$ cat src/rtl/mem_pkg.sv
`default_nettype none
// +----------------------------------------------------------------------+
// | mem_pkg                                                              |
// | Shared definitions for the MEM stage: funct3 access encodings, the   |
// | bus FSM state type and the byte-lane helper functions.               |
// | Revision: 1.0                                                        |
// +----------------------------------------------------------------------+
package mem_pkg;

  localparam logic [2:0] F3_B  = 3'b000;
  localparam logic [2:0] F3_H  = 3'b001;
  localparam logic [2:0] F3_W  = 3'b010;
  localparam logic [2:0] F3_BU = 3'b100;
  localparam logic [2:0] F3_HU = 3'b101;

  typedef enum logic {
    IDLE = 1'b0,
    WAIT = 1'b1
  } state_t;

  typedef struct packed {
    logic [3:0]  strb;
    logic [31:0] data;
  } lane_t;

  // Extract the addressed byte/half from a read word and extend it.
  function automatic logic [31:0] load_ext(input logic [31:0] word,
                                           input logic [1:0]  off,
                                           input logic [2:0]  f3);
    logic [31:0] s;
    s = word >> {off, 3'b000};
    case (f3)
      F3_B:    load_ext = {{24{s[7]}}, s[7:0]};
      F3_H:    load_ext = {{16{s[15]}}, s[15:0]};
      F3_BU:   load_ext = {24'h000000, s[7:0]};
      F3_HU:   load_ext = {16'h0000, s[15:0]};
      default: load_ext = word;
    endcase
  endfunction

  // Replicate store data across lanes and build the matching strobe.
  function automatic lane_t store_lane(input logic [2:0]  f3,
                                       input logic [1:0]  off,
                                       input logic [31:0] d);
    lane_t r;
    case (f3)
      F3_B: begin
        r.strb = 4'b0001 << off;
        r.data = {4{d[7:0]}};
      end
      F3_H: begin
        r.strb = 4'b0011 << off;
        r.data = {2{d[15:0]}};
      end
      default: begin
        r.strb = 4'b1111;
        r.data = d;
      end
    endcase
    return r;
  endfunction

  // Halfwords need a[0]==0, words need a[1:0]==0; bytes are always aligned.
  function automatic logic is_misaligned(input logic [2:0] f3,
                                         input logic [1:0] off);
    case (f3[1:0])
      2'b01:   is_misaligned = off[0];
      2'b10:   is_misaligned = (off != 2'b00);
      default: is_misaligned = 1'b0;
    endcase
  endfunction

endpackage
`default_nettype wire

$ cat src/rtl/mem_align.sv
`default_nettype none
// +----------------------------------------------------------------------+
// | mem_align                                                            |
// | Combinational byte-lane logic: store strobe/data placement, load     |
// | extraction/extension and misalignment detection.                     |
// | Revision: 1.0                                                        |
// +----------------------------------------------------------------------+
module mem_align
  import mem_pkg::*;
#(
  parameter int MISALIGN_TRAP = 1
) (
  input  logic [2:0]  funct3,
  input  logic [1:0]  addr_lo,
  input  logic [31:0] store_data,
  input  logic [31:0] rdata,
  output logic [3:0]  wstrb,
  output logic [31:0] wdata,
  output logic [31:0] load_data,
  output logic        misaligned
);

  logic [1:0] off;
  lane_t      lane;

  // Without trapping, misaligned low address bits are cleared so the access
  // lands on the naturally aligned lanes of the same word.
  always_comb begin
    misaligned = is_misaligned(funct3, addr_lo);
    off        = addr_lo;
    if (MISALIGN_TRAP == 0) begin
      if (funct3[1:0] == 2'b10)      off = 2'b00;
      else if (funct3[1:0] == 2'b01) off[0] = 1'b0;
    end
    lane      = store_lane(funct3, off, store_data);
    wstrb     = lane.strb;
    wdata     = lane.data;
    load_data = load_ext(rdata, off, funct3);
  end

endmodule
`default_nettype wire

$ cat src/rtl/mem_stage.sv
`default_nettype none
// +----------------------------------------------------------------------+
// | mem_stage                                                            |
// | MEM pipeline stage: EX/MEM register, valid/ready data-memory port,   |
// | MEM forwarding, MEM/WB register and pipeline stall generation.       |
// | Revision: 1.0                                                        |
// +----------------------------------------------------------------------+
module mem_stage
  import mem_pkg::*;
#(
  parameter int XLEN          = 32,
  parameter int MISALIGN_TRAP = 1
) (
  input  logic            clk,
  input  logic            rst,
  input  logic [5:0]      i_mnemonic,
  input  logic [4:0]      i_rd_addr,
  input  logic            i_rd_wr,
  input  logic [XLEN-1:0] i_ALUout,
  input  logic [XLEN-1:0] i_rs2_data,
  input  logic            i_DM_OE,
  input  logic            i_store,
  input  logic [2:0]      i_funct3,
  output logic            o_dm_req_valid,
  input  logic            i_dm_req_ready,
  output logic            o_dm_req_we,
  output logic [XLEN-1:0] o_dm_addr,
  output logic [3:0]      o_dm_wstrb,
  output logic [XLEN-1:0] o_dm_wdata,
  input  logic            i_dm_rsp_valid,
  input  logic [XLEN-1:0] i_dm_rdata,
  output logic [4:0]      o_mem_rd_addr,
  output logic [XLEN-1:0] o_mem_rd_data,
  output logic            o_mem_rd_wr,
  output logic [4:0]      o_wb_rd_addr,
  output logic [XLEN-1:0] o_wb_rd_data,
  output logic            o_wb_rd_wr,
  output logic            o_mem_stall,
  output logic            o_misaligned
);

  // The mnemonic is only meaningful upstream; nothing here decodes it.
  logic unused_mnemonic;
  assign unused_mnemonic = ^i_mnemonic;

  // EX/MEM register contents
  logic [4:0]      ex_rd_addr;
  logic            ex_rd_wr;
  logic [XLEN-1:0] ex_alu;
  logic [XLEN-1:0] ex_rs2;
  logic            ex_load;
  logic            ex_store;
  logic [2:0]      ex_funct3;

  state_t          state;

  logic [3:0]      al_wstrb;
  logic [XLEN-1:0] al_wdata;
  logic [XLEN-1:0] al_load;
  logic            al_mis;

  logic            mem_op;
  logic            trap;
  logic            req;
  logic            done;

  mem_align #(
    .MISALIGN_TRAP (MISALIGN_TRAP)
  ) u_align (
    .funct3     (ex_funct3),
    .addr_lo    (ex_alu[1:0]),
    .store_data (ex_rs2),
    .rdata      (i_dm_rdata),
    .wstrb      (al_wstrb),
    .wdata      (al_wdata),
    .load_data  (al_load),
    .misaligned (al_mis)
  );

  // A trapped misaligned access never reaches the bus and flows through
  // like an ALU op; the response in WAIT releases the stall the same cycle.
  always_comb begin
    mem_op         = ex_load | ex_store;
    trap           = (MISALIGN_TRAP != 0) && mem_op && al_mis;
    req            = mem_op & ~trap;
    done           = (state == WAIT) & i_dm_rsp_valid;
    o_mem_stall    = req & ~done;
    o_dm_req_valid = req & (state == IDLE);
    o_dm_req_we    = req & ex_store;
    o_dm_addr      = req ? {ex_alu[XLEN-1:2], 2'b00} : '0;
    o_dm_wstrb     = (req & ex_store) ? al_wstrb : 4'b0000;
    o_dm_wdata     = (req & ex_store) ? al_wdata : '0;
    o_misaligned   = trap;
    o_mem_rd_addr  = ex_rd_addr;
    o_mem_rd_data  = ex_alu;
    o_mem_rd_wr    = ex_rd_wr & ~ex_load & (ex_rd_addr != 5'd0);
  end

  // EX/MEM register: advances whenever the stage is not stalled.
  always_ff @(posedge clk) begin
    if (rst) begin
      ex_rd_addr <= '0;
      ex_rd_wr   <= 1'b0;
      ex_alu     <= '0;
      ex_rs2     <= '0;
      ex_load    <= 1'b0;
      ex_store   <= 1'b0;
      ex_funct3  <= '0;
    end else if (!o_mem_stall) begin
      ex_rd_addr <= i_rd_addr;
      ex_rd_wr   <= i_rd_wr;
      ex_alu     <= i_ALUout;
      ex_rs2     <= i_rs2_data;
      ex_load    <= i_DM_OE;
      ex_store   <= i_store;
      ex_funct3  <= i_funct3;
    end
  end

  // Bus FSM: IDLE issues the request, WAIT holds until the response.
  always_ff @(posedge clk) begin
    if (rst) begin
      state <= IDLE;
    end else begin
      case (state)
        IDLE:    if (o_dm_req_valid && i_dm_req_ready) state <= WAIT;
        WAIT:    if (i_dm_rsp_valid) state <= IDLE;
        default: state <= IDLE;
      endcase
    end
  end

  // MEM/WB register: captures the result as the instruction leaves MEM.
  always_ff @(posedge clk) begin
    if (rst) begin
      o_wb_rd_addr <= '0;
      o_wb_rd_data <= '0;
      o_wb_rd_wr   <= 1'b0;
    end else if (!o_mem_stall) begin
      o_wb_rd_addr <= ex_rd_addr;
      o_wb_rd_data <= ex_load ? al_load : ex_alu;
      o_wb_rd_wr   <= ex_rd_wr & (ex_rd_addr != 5'd0) & ~trap;
    end
  end

endmodule
`default_nettype wire

$ cat config.mk
export PLATFORM = sky130hd
export DESIGN_NAME = mem_stage
export DESIGN_NICKNAME = d
export VERILOG_FILES = /design/src/rtl/mem_pkg.sv /design/src/rtl/mem_align.sv /design/src/rtl/mem_stage.sv
export SDC_FILE = /design/constraint.sdc
export NUM_CORES = 1
export LEC_CHECK = 0
export BUFFER_PORTS_ARGS = -buffer_cell sky130_fd_sc_hd__buf_2
export CORE_MARGIN = 2
export CORE_UTILIZATION = 45
export DETAILED_ROUTE_END_ITERATION = 7
export GPL_TIMING_DRIVEN = 0
export PLACE_DENSITY = 0.77
export SYNTH_ARGS = -nofsm -noshare
export SYNTH_HDL_FRONTEND = slang
export SYNTH_SLANG_ARGS = --single-unit
$ cat constraint.sdc
create_clock -name clk -period 2.24 [get_ports clk]
set_input_delay 0 -clock clk [delete_from_list [all_inputs] [get_ports clk]]
set_output_delay 0 -clock clk [all_outputs]
set_load 0.005 [all_outputs]
# Word-level counts from Yosys, hierarchy flattened
# Index checks and enable logic that the tools add are counted.
[totals]
input_bits = 117
wordCells = 48
output_inout_bits = 148
regBits = 114
[classes]
shifts = 3
bitwise_logic = 14
n_reduce_logical = 5
muxes = 10
n_eq_ne = 5
[op_table]
columns = ["operator", "count"]
rows = [
  ["$pmux W32 S4", 1],
  ["$mux W32", 3],
  ["$pmux W36 S2", 1],
  ["$shr A32 B5 Y16", 1],
  ["$and A1 B1 Y1", 9],
  ["$eq A3 B3 Y1 const B", 2],
  ["$reduce_bool A5 Y1", 1],
  ["$mux W4", 1],
  ["$not A1 Y1", 4],
  ["$pmux W1 S2", 2],
  ["$shl A1 B2 Y4 const A", 1],
  ["$shl A2 B2 Y4 const A", 1],
  ["$eq A3 B1 Y1 const B", 1],
  ["$logic_not A3 Y1", 1],
  ["$eq A2 B1 Y1 const B", 1],
  ["$eq A2 B2 Y1 const B", 1],
  ["$logic_and A1 B1 Y1", 2],
  ["$mux W1", 2],
  ["$reduce_bool A2 Y1", 1],
  ["$or A1 B1 Y1", 1],
]

# Depth between registers and ports, before layout
# Gate-level depths: netlist of the first run.
[logic_depth]
ltp_word = 9
depth_mapped = 10
ltp_nobuf = 8

# By module
# Synthesis of the first run repeated with hierarchy kept, for this count alone.
[hier_totals]
cells_unflattened = 796
hier_area_um2 = 6626.4
[modules_own_cells]
columns = ["module", "instances", "seq_area_each_um2", "cells_per_inst", "area_per_inst_um2"]
rows = [
  ["mem_stage", 1, 2282.2, 604, 5311.3],
  ["mem_align", 1, 0.0, 192, 1315.0],
]

# Least setup slack after synthesis of the first run
# OpenSTA, ideal clock, no wires.
[synth_path]
path_type = "register -> register"
start = "register ex_funct3[0]"
end = "register o_wb_rd_data[9]"
synth_period_minus_slack_ps = 1717
t_arrival_ps = 1629
required_ps = 2152
setup_ps = 88
n_path_buf = 0
setup_slack_ps = 523
path_stages_with_launch = 8
path_cell_list = "dfxtp_1 inv_1 ha_1 o211a_1 a211oi_4 nand3b_2 nor2_1 nor4_2"
[synth_between]
elab_chain_cells = 6
elab_cells_between_ends = 13
classes_between = "eq/ne (5); mux (3); bitwise (3); reduce/logical (2)"
[synth_rtl]
columns = ["element", "line_no", "rtl"]
rows = [
  ["start: declaration", "mem_stage.sv:53", "logic [2:0] ex_funct3;"],
  ["start signal: assignment", "mem_stage.sv:116", "ex_funct3 <= i_funct3;"],
  ["$eq A2 B2 Y1 or $eq A2 B1 Y1 (tied branches)", "mem_pkg.sv:66", "case (f3[1:0])"],
  ["$pmux W1 S2", "mem_pkg.sv:66", ""],
  ["$logic_and A1 B1 Y1", "mem_stage.sv:84", "trap = (MISALIGN_TRAP != 0) && mem_op && al_mis;"],
  ["$not A1 Y1", "mem_stage.sv:85", "req = mem_op & ~trap;"],
  ["$and A1 B1 Y1", "mem_stage.sv:85", ""],
  ["$and A1 B1 Y1", "mem_stage.sv:87", "o_mem_stall = req & ~done;"],
  ["end signal: assignment", "mem_stage.sv:141", "o_wb_rd_data <= ex_load ? al_load : ex_alu;"],
  ["end: declaration", "mem_stage.sv:36", "output logic [XLEN-1:0] o_wb_rd_data,"],
]
# Parallel ways exist; a longest one is shown, timed or not.
# A chain may end at the register's enable or synchronous reset.

# Worst setup path after layout of the first run
[layout_path]
start = "register ex_funct3[0]"
end = "output o_dm_wdata[8]"
[layout_between]
elab_chain_cells = 7
elab_cells_between_ends = 11
classes_between = "eq/ne (3); mux (3); bitwise (3); reduce/logical (2)"
[layout_rtl]
columns = ["element", "line_no", "rtl"]
rows = [
  ["$eq A2 B2 Y1 or $eq A2 B1 Y1 (tied branches)", "mem_pkg.sv:66", ""],
  ["$pmux W1 S2", "mem_pkg.sv:66", ""],
  ["$logic_and A1 B1 Y1", "mem_stage.sv:84", ""],
  ["$not A1 Y1", "mem_stage.sv:85", ""],
  ["$and A1 B1 Y1", "mem_stage.sv:85", ""],
  ["$and A1 B1 Y1", "mem_stage.sv:92", "o_dm_wdata = (req & ex_store) ? al_wdata : '0;"],
  ["$mux W32 *", "mem_stage.sv:92", ""],
  ["end: declaration", "mem_stage.sv:29", "output logic [XLEN-1:0] o_dm_wdata,"],
]
# Every way passes the cells marked *; elsewhere a longest branch is shown, timed or not.

==> results of run 1 <==
-- layer usage --
layer / global-route usage [%] / vias up / wire length [um]
met3: 9.073 / 62 / 2195
met4: 12.65 / 0 / 677
met2: 51.94 / 393 / 11040
met5: 0 / - / 0
met1: 39.68 / 3288 / 9411
li1: - / 3374 / -
-- report_power, final --
part	total [W]	internal [W]	leakage [nW]	switching (W)
Clock	0.00269	0.00169	0.277	0.000998
Combinational	0.00192	0.000830	3.02	0.00109
Sequential	0.00242	0.00224	0.941	0.000179
Total	0.00702	0.00476	4.24	0.00226
-- Yosys cell counts, types with 3 or more instances --
cell type | number | area (um^2)
nand2b_1 | 6 | 37.54
a311oi_1 | 7 | 61.31
nand3_1 | 4 | 20.02
a221oi_1 | 7 | 61.31
o221ai_1 | 5 | 43.79
a32oi_1 | 5 | 43.79
mux2i_1 | 12 | 120.1
nand3b_1 | 16 | 120.1
o21ai_0 | 12 | 60.06
a21oi_1 | 110 | 550.5
o41ai_2 | 10 | 162.7
nor4_1 | 3 | 18.77
a211o_1 | 3 | 26.28
nor2_1 | 61 | 229.0
clkbuf_1 | 25 | 93.84
dfxtp_1 | 114 | 2282
a21oi_2 | 10 | 87.58
nand2_1 | 189 | 709.4
buf_2 | 27 | 135.1
and2_1 | 38 | 237.7
ha_1 | 3 | 37.54
nor3_1 | 16 | 80.08
buf_4 | 7 | 52.55
o21a_1 | 15 | 112.6
inv_1 | 8 | 30.03
o41ai_1 | 6 | 52.55
buf_6 | 5 | 56.30
-- cell type report --
| class | instances | area (um^2) | area share (%) |
|---|---|---|---|
| plain buffers | 65 | 405.4 | 4.447 |
| diodes | 4 | 10.01 | 0.1098 |
| repair buffers | 350 | 2225 | 24.40 |
| clock buffers | 19 | 452.9 | 4.968 |
| well taps | 172 | 215.2 | 2.361 |
| inverters | 10 | 40.04 | 0.4392 |
| flip-flops and latches | 114 | 2285 | 25.06 |
| multi-input cells | 573 | 3348 | 36.73 |
| clock inverters | 13 | 135.1 | 1.482 |
-- worst paths after layout --
kind	start	to	slack [ps]	cells past startpoint
setup / recovery	ex_funct3[0]$_SDFFE_PP0N_	o_dm_wdata[8]	70	7
hold / removal	i_dm_rdata[4]	o_wb_rd_data[4]$_SDFFE_PP0N_	30	3
setup reg to reg	ex_funct3[0]$_SDFFE_PP0N_	o_wb_rd_data[14]$_SDFFE_PP0N_	220	7
hold reg to reg	ex_rs2[23]$_SDFFE_PP0N_	ex_rs2[23]$_SDFFE_PP0N_	450	2
-- tightest hold or removal path, cell delays in order --
cell	delay [ps]
buf_2	100
o221ai_1	180
a311oi_1	100
-- metrics by stage --
stage	TNS (ps)	total power [W]	util (%)
finish	0	0.007021	71.66
detailed placement	0	0.004085	58.17
global route	-115.0	0.007303	71.66
CTS	-406.8	0.006903	70.63
floorplan	0	0.003414	-
global placement	0	0.004069	58.17
-- repair_timing --
action / 4_1_cts / 5_1_grt
hold endpoints to repair: 93 / 0
endpoints found under the setup margin: 59 / 60
resized for setup: 24 / 33
setup buffers: 0 / 1
hold buffers: 94 / 0
pin swaps: 0 / 1
-- sequential cells by signal, summed over array words and instances, names as in the netlist --
signal / count
ex_funct3: 3
ex_store: 1
state: 1
o_wb_rd_wr: 1
o_mem_rd_addr: 5
o_wb_rd_addr: 5
ex_load: 1
o_wb_rd_data: 32
ex_rs2: 32
ex_rd_wr: 1
o_mem_rd_data: 32
-- logic make-up (layout without fill, tap and decap cells) --
| family | Yosys count | after routing |
|---|---|---|
| AND/OR/NAND/NOR | 349 | 349 |
| AO/OA/AOI/OAI | 205 | 205 |
| flip-flops | 114 | 114 |
| buffers and inverters | 76 | 457 |
| multiplexers | 14 | 14 |
| adder cells (fa/ha/maj) | 3 | 3 |
| other | 1 | 6 |
==> flow_summary.toml, run 1 <==
[place]
dp_hpwl_um = 15990
dpl_worst_slack_ps = 143.4
dpl_cell_area_mm2 = 0.007401
port_buffers = 255
place_inst = 1190
place_congestion = 0.9811

[timing]
slew_violations = 0
tightest_slew_ps = 702.8
finalCritPeriodShare_pct = 96.70
fin_skew_ps = 7.864
hold_viol = 0
fin_ws_ps = 73.94
min_period_ps = 2166
slew_headroom_pct = 53.15
finalSetupViolCount = 0
fmax_ghz = 0.4617
whs_ps = 26.62

[global_routing]
grt_usage_pct = 31.90
grt_pass1_wl_um = 35450
grt_pass1_vias = 6802
grt_max_degree = 17
antenna_found_initial = 4
overflow = 0

[yosys]
muxShareOfSynthArea_pct = 2.479
synth-simple-area-share_pct = 27.31
ys_types = 59
syn_inst = 762
synth-compound-area-share_pct = 24.19
synth_xor_area_share_pct = 0
yosysSeqAreaShare_pct = 38.64
synth_fa_ha_area_share_pct = 0.6356
synth_seq_cells = 114
synth_edf_count = 0
synth_top_family_by_area = "simple AND/OR/NAND/NOR gates"
ys_warn_count = 0
synth_ff_type = "dfxtp_1"
postSynthAreaPerCell_um2 = 7.750
syn_area_mm2 = 0.005906
async_flop_share_pct = 0

[cts]
clockBufferDepth = 2
cts_buffers = 17
insertion_delay_ps = 420
clkSinkCount = 114
cts-root-buf = "clkbuf_16"
cts_tree = "built"
cts.clk_slew.worst_paths_ps = 60
htreeDepth = 4

[final_layout]
areaGrowthSynthToFinish_pct = 54.36
nets = 1251
layout-drive-gt1-share_pct = 34.35
final_area_mm2 = 0.009116
final_cells = 1320
mostFrequentLayoutCell = "buf_2"
final_cell_mix = "buf_2 (277), nand2_1 (187), dfxtp_1 (112)"
fill_cells = 1044

[floorplan]
fp.coreArea_mm2 = 0.01272
ioPinCount = 265
chipHeight_um = 118.6
die-area_mm2 = 0.01406
rows = 41
die_w_um = 118.6
start_util_pct = 46.42

[run_status]
status = "finished, final reports clean"

[pwr]
power_density_mw_per_mm2 = 770.2
worst_ir_drop_vdd_mv = 0.5764
p_leak_nw = 4.240

[critical_path]
critPathBufInv = 3
arrival_ps = 2170
cp_slowest_cell = "clkbuf_1"
criticalPathCategory = "reg2out"
cp-end-kind = "primary output"
cp_max_fo = 10
path_delay_family = "buffers and inverters"
max_stage_delay_ps = 440
required_ps = 2240
start_kind = "flop"
path_cells = "inv_1 -> ha_4 -> clkbuf_1 -> a221oi_1 -> nor2_4 -> o21a_1 -> buf_2"

[route]
viasPerCell = 5.392
drc = 0
drt_iter0_drc = 591
vias = 7117
dr.pass1.iters = 5
antenna_left = 0
wirelength_um = 23320
wl_per_cell_um = 17.67

[flow_run]
drv_cap = 0

[hold_path]
hold_path.class = "in2reg"
Note: power is estimated with default switching activity, not from simulation.
==> run 2, diff against run 1 <==
--- a/config.mk
+++ b/config.mk
@@ -6,11 +6,12 @@
 export NUM_CORES = 1
 export LEC_CHECK = 0
 export BUFFER_PORTS_ARGS = -buffer_cell sky130_fd_sc_hd__buf_2
+export CAP_MARGIN = 20
 export CORE_MARGIN = 2
 export CORE_UTILIZATION = 45
 export DETAILED_ROUTE_END_ITERATION = 7
 export GPL_TIMING_DRIVEN = 0
-export PLACE_DENSITY = 0.77
+export PLACE_DENSITY_LB_ADDON = 0.08
 export SYNTH_ARGS = -nofsm -noshare
 export SYNTH_HDL_FRONTEND = slang
 export SYNTH_SLANG_ARGS = --single-unit
==> flow_summary.toml, run 2 (same netlist as run 1, synthesis figures left out) <==
[run_status]
status = "finished, final reports clean"

[global_routing]
antenna_found_initial = 2
grt_max_degree = 17
overflow = 0
grt_usage_pct = 30.51
grt_pass1_vias = 6576
grt_pass1_wl_um = 33910

[timing]
min_period_ps = 2155
finalCritPeriodShare_pct = 96.19
fin_setup_tns_ps = 0
rsz0062_at_grt = "no"
hold_viol = 0
fmax_ghz = 0.4641
whs_ps = 16.66
slew_violations = 0
finalSetupViolCount = 0
slew_headroom_pct = 57.45
tightest_slew_ps = 638.3
fin_skew_ps = 8.376

[floorplan]
fp.coreArea_mm2 = 0.01272
die-area_mm2 = 0.01406
ioPinCount = 265
start_util_pct = 46.42
die_w_um = 118.6
chipHeight_um = 118.6
rows = 41

[critical_path]
rr_worst_depth = 8
timing.rr.end = "o_wb_rd_data[6]$_SDFFE_PP0N_"
max_stage_delay_ps = 440
crit_path_frequent_cell = "buf_2"
arrival_ps = 2150
path_cells = "inv_2 -> ha_2 -> buf_6 -> buf_2 -> a221oi_1 -> nor2_4 -> o21a_1 -> buf_2"
start_kind = "flop"
reg2reg_slack_ps = 220
cp-end-kind = "primary output"
timing.critical_path.to = "o_dm_wdata[8]"
required_ps = 2240
cp_max_fo = 10
criticalPathCategory = "reg2out"
crit_start = "ex_funct3[1]$_SDFFE_PP0N_"
reg2reg_from = "ex_funct3[1]$_SDFFE_PP0N_"
cp_slowest_cell = "a221oi_1"

[cts]
clkSinkCount = 114
htreeDepth = 4
cts.clk_slew.worst_paths_ps = 50
cts_buffers = 17
clockBufferDepth = 2
cts_tree = "built"
cts-root-buf = "clkbuf_16"
insertion_delay_ps = 420

[route]
dr.pass1.iters = 5
drt_iter0_drc = 535
viasPerCell = 5.290
wl_per_cell_um = 16.81
wirelength_um = 22140
vias = 6967
antenna_left = 0
drc = 0

[final_layout]
final_area_mm2 = 0.009173
nets = 1251
final_cells = 1317
mostFrequentLayoutCell = "buf_2"
final_cell_mix = "buf_2 (277), nand2_1 (187), dfxtp_1 (112)"
layout-drive-gt1-share_pct = 34.12
fill_cells = 1078
areaGrowthSynthToFinish_pct = 55.32

[place]
port_buffers = 255
place_congestion = 0.9685
place_inst = 1190
dp_hpwl_um = 15650
dpl_cell_area_mm2 = 0.007401

[hold_path]
hold_path.class = "in2reg"
worst_hold_startpoint = "i_dm_rdata[5]"

[pwr]
p_leak_nw = 4.271
power_density_mw_per_mm2 = 794.6
p_total_w = 0.007288
worst_ir_drop_vdd_mv = 0.5561

[flow_run]
drv_cap = 0
[run 2: through the flow]
step           setup slack [ps]  utilization, %
2_1_floorplan             522.7               -
3_3_place_gp              106.2           58.17
3_5_place_dp              104.7           58.17
4_1_cts                   13.70           71.38
5_1_grt                   28.52           72.10
6_report                  85.36           72.10
[run 2: report_power, final]
group	total [W]	internal [W]	switching [W]
Sequential	0.00242	0.00224	0.000176
Clock	0.00297	0.00203	0.000948
Combinational	0.00190	0.000833	0.00106
[run 2: repair_timing]
| item | CTS | global route |
|---|---|---|
| resized for setup | 34 | 19 |
| setup endpoints to repair | 59 | 58 |
| pin swaps | 0 | 4 |
| hold buffers | 93 | 0 |
| hold endpoints to repair | 92 | 0 |
| setup buffers | 0 | 2 |
[run 2: worst min-delay path by stage]
stage / cells past startpoint / slack (ps) / endpoint
3_3_place_gp: 3 / 230 / state$_SDFF_PP0_
2_1_floorplan: 2 / 140 / state$_SDFF_PP0_
5_1_grt: 3 / 10 / o_wb_rd_data[23]$_SDFFE_PP0N_
3_5_place_dp: 3 / 240 / state$_SDFF_PP0_
6_report: 3 / 20 / o_wb_rd_data[5]$_SDFFE_PP0N_
4_1_cts: 3 / 0.5 / o_wb_rd_data[5]$_SDFFE_PP0N_
[run 2: layout make-up]
class	count	area, um^2	area share [%]
multi-input combinational	573	3351	36.53
sequential	114	2285	24.91
timing repair buffer	350	2222	24.23
clock buffer	22	464.2	5.061
buffer	65	412.9	4.501
tap	172	215.2	2.346
clock inverter	9	177.7	1.937
inverter	10	40.04	0.4365
antenna	2	5.005	0.05456
[run 2: critical path: cells and delay by family, from the launching register on]
| kind | cells | cell delay [ps] |
|---|---|---|
| compound gates | 2 | 570 |
| buf+inv | 4 | 550 |
| flops | 1 | 370 |
| fa+ha+maj | 1 | 190 |
| simple gates | 1 | 70 |
[run 2: routing by layer]
metal	share of wire [%]	GRT usage, %	routed length [um]
met1	43	39.49	9467
met4	2.0	10.12	447
met2	47	49.78	10300
met3	8.7	7.336	1928
met5	0	0	0
==> run 3, diff against run 2 <==
--- a/config.mk
+++ b/config.mk
@@ -12,6 +12,7 @@
 export DETAILED_ROUTE_END_ITERATION = 7
 export GPL_TIMING_DRIVEN = 0
 export PLACE_DENSITY_LB_ADDON = 0.08
+export REMOVE_ABC_BUFFERS = 1
 export SYNTH_ARGS = -nofsm -noshare
 export SYNTH_HDL_FRONTEND = slang
 export SYNTH_SLANG_ARGS = --single-unit
==> flow_summary.toml, run 3 (same netlist as run 1, synthesis figures left out) <==
[place]
place_congestion = 0.7642
dpl_cell_area_mm2 = 0.007272
port_buffers = 256
dpl_worst_slack_ps = -1147
place_inst = 1134
dp_hpwl_um = 12530

[timing]
fin_ws_ps = 74.55
rsz0062_at_grt = "no"
slew_violations = 0
finalSetupViolCount = 0
tightest_slew_ps = 617.5
hold_viol = 0
fin_skew_ps = 8.892
whs_ps = 6.932
finalCritPeriodShare_pct = 96.67
fmax_ghz = 0.4618
min_period_ps = 2165
slew_headroom_pct = 58.83

[final_layout]
diodes = 0
finalCoreUtilization_pct = 72.06
fill_cells = 1043
areaGrowthSynthToFinish_pct = 55.23
ff_latch_area_mm2 = 0.002298
mostFrequentLayoutCell = "buf_2"
nets = 1213
final_cells = 1278
layout-drive-gt1-share_pct = 33.91
final_area_mm2 = 0.009168
final_cell_mix = "buf_2 (254), nand2_1 (187), a21oi_1 (110)"
multi_input_area_mm2 = 0.003428

[floorplan]
ioPinCount = 265
rows = 41
die_w_um = 118.6
fp.coreArea_mm2 = 0.01272
die-area_mm2 = 0.01406
chipHeight_um = 118.6
start_util_pct = 46.42

[hold_path]
hold_path.class = "in2reg"
worst_hold_startpoint = "i_dm_rdata[6]"

[critical_path]
crit_start = "ex_load$_SDFFE_PP0N_"
required_ps = 2240
start_kind = "flop"
reg2reg_from = "ex_funct3[0]$_SDFFE_PP0N_"
cp-end-kind = "primary output"
cp_max_fo = 41
criticalPathCategory = "reg2out"
arrival_ps = 2170

[route]
wl_per_cell_um = 17.17
wirelength_um = 21940
antenna_left = 0
viasPerCell = 5.320
dr.pass1.iters = 7
drc = 0
vias = 6799
drt_iter0_drc = 479

[cts]
cts_buffers = 17
clockBufferDepth = 2
cts_tree = "built"
cts.clk_slew.worst_paths_ps = 60
htreeDepth = 4
insertion_delay_ps = 420
clkSinkCount = 114
cts-root-buf = "clkbuf_16"

[global_routing]
grt_max_degree = 79
grt_pass1_wl_um = 33390
overflow = 0
antenna_found_initial = 0
grt_usage_pct = 29.34
grt_pass1_vias = 6340

[flow_run]
drv_cap = 0

[pwr]
p_leak_nw = 4.244
power_density_mw_per_mm2 = 756.7
worst_ir_drop_vdd_mv = 0.5900

[run_status]
status = "finished, final reports clean"
## run 3: cell types whose count changed in the layout (fill, tap and decap cells not counted), moves of 5 or more
cell	previous run	this run
buf_16	0	5
buf_2	277	254
clkbuf_1	22	2
nor2_1	52	58
nor2_2	5	0
## run 3: layer usage
layer | wire length (um) | GRT usage, % | up-vias
met5 | 0 | 0 | -
met4 | 306 | 9.077 | 0
met3 | 1695 | 7.143 | 26
met2 | 10860 | 49.03 | 296
met1 | 9083 | 37.26 | 3188
li1 | - | - | 3289
## run 3: cell type report
class	instances	area share [%]
multi-input cells	576	37.40
repair buffers	374	28.48
flip-flops and latches	114	25.07
clock buffers	22	5.173
well taps	172	2.347
clock inverters	10	0.9144
inverters	10	0.6142
## run 3: timing repair
item / CTS / global route
hold buffers: 93 / 0
pin swaps: 6 / 4
cloned: 5 / 3
setup buffers: 9 / 2
hold endpoints to repair: 93 / 0
gates resized for setup: 27 / 17
setup endpoints to repair: 182 / 106
## run 3: through the flow
step	total power (W)	TNS (ps)
finish	0.006937	0
global placement	0.003950	-554870
detailed placement	0.004039	-96460
global route	0.007245	0
CTS	0.006867	0
floorplan	0.003278	-222050
## run 3: where the power goes
part	switching [W]	leakage [nW]	total [W]	internal (W)
Sequential	0.000189	0.944	0.00243	0.00224
Combinational	0.00107	3.02	0.00196	0.000890
Clock	0.000945	0.275	0.00254	0.00160
## run 3: final timing paths
check                            endpoint  slack, ps  cells past startpoint
max                           o_mem_stall         70                      7
min          o_wb_rd_data[6]$_SDFFE_PP0N_          7                      3
max reg2reg       o_wb_rd_wr$_SDFFE_PP0N_        110                      9
min reg2reg  o_wb_rd_data[1]$_SDFFE_PP0N_        450                      2
## run 3: worst max-delay path: stages, from the launching register on
cell,delay [ps]
dfxtp_4,450
buf_16,210
a2bb2oi_4,260
nand3_4,130
buf_16,200
inv_16,170
buf_16,200
buf_6,110
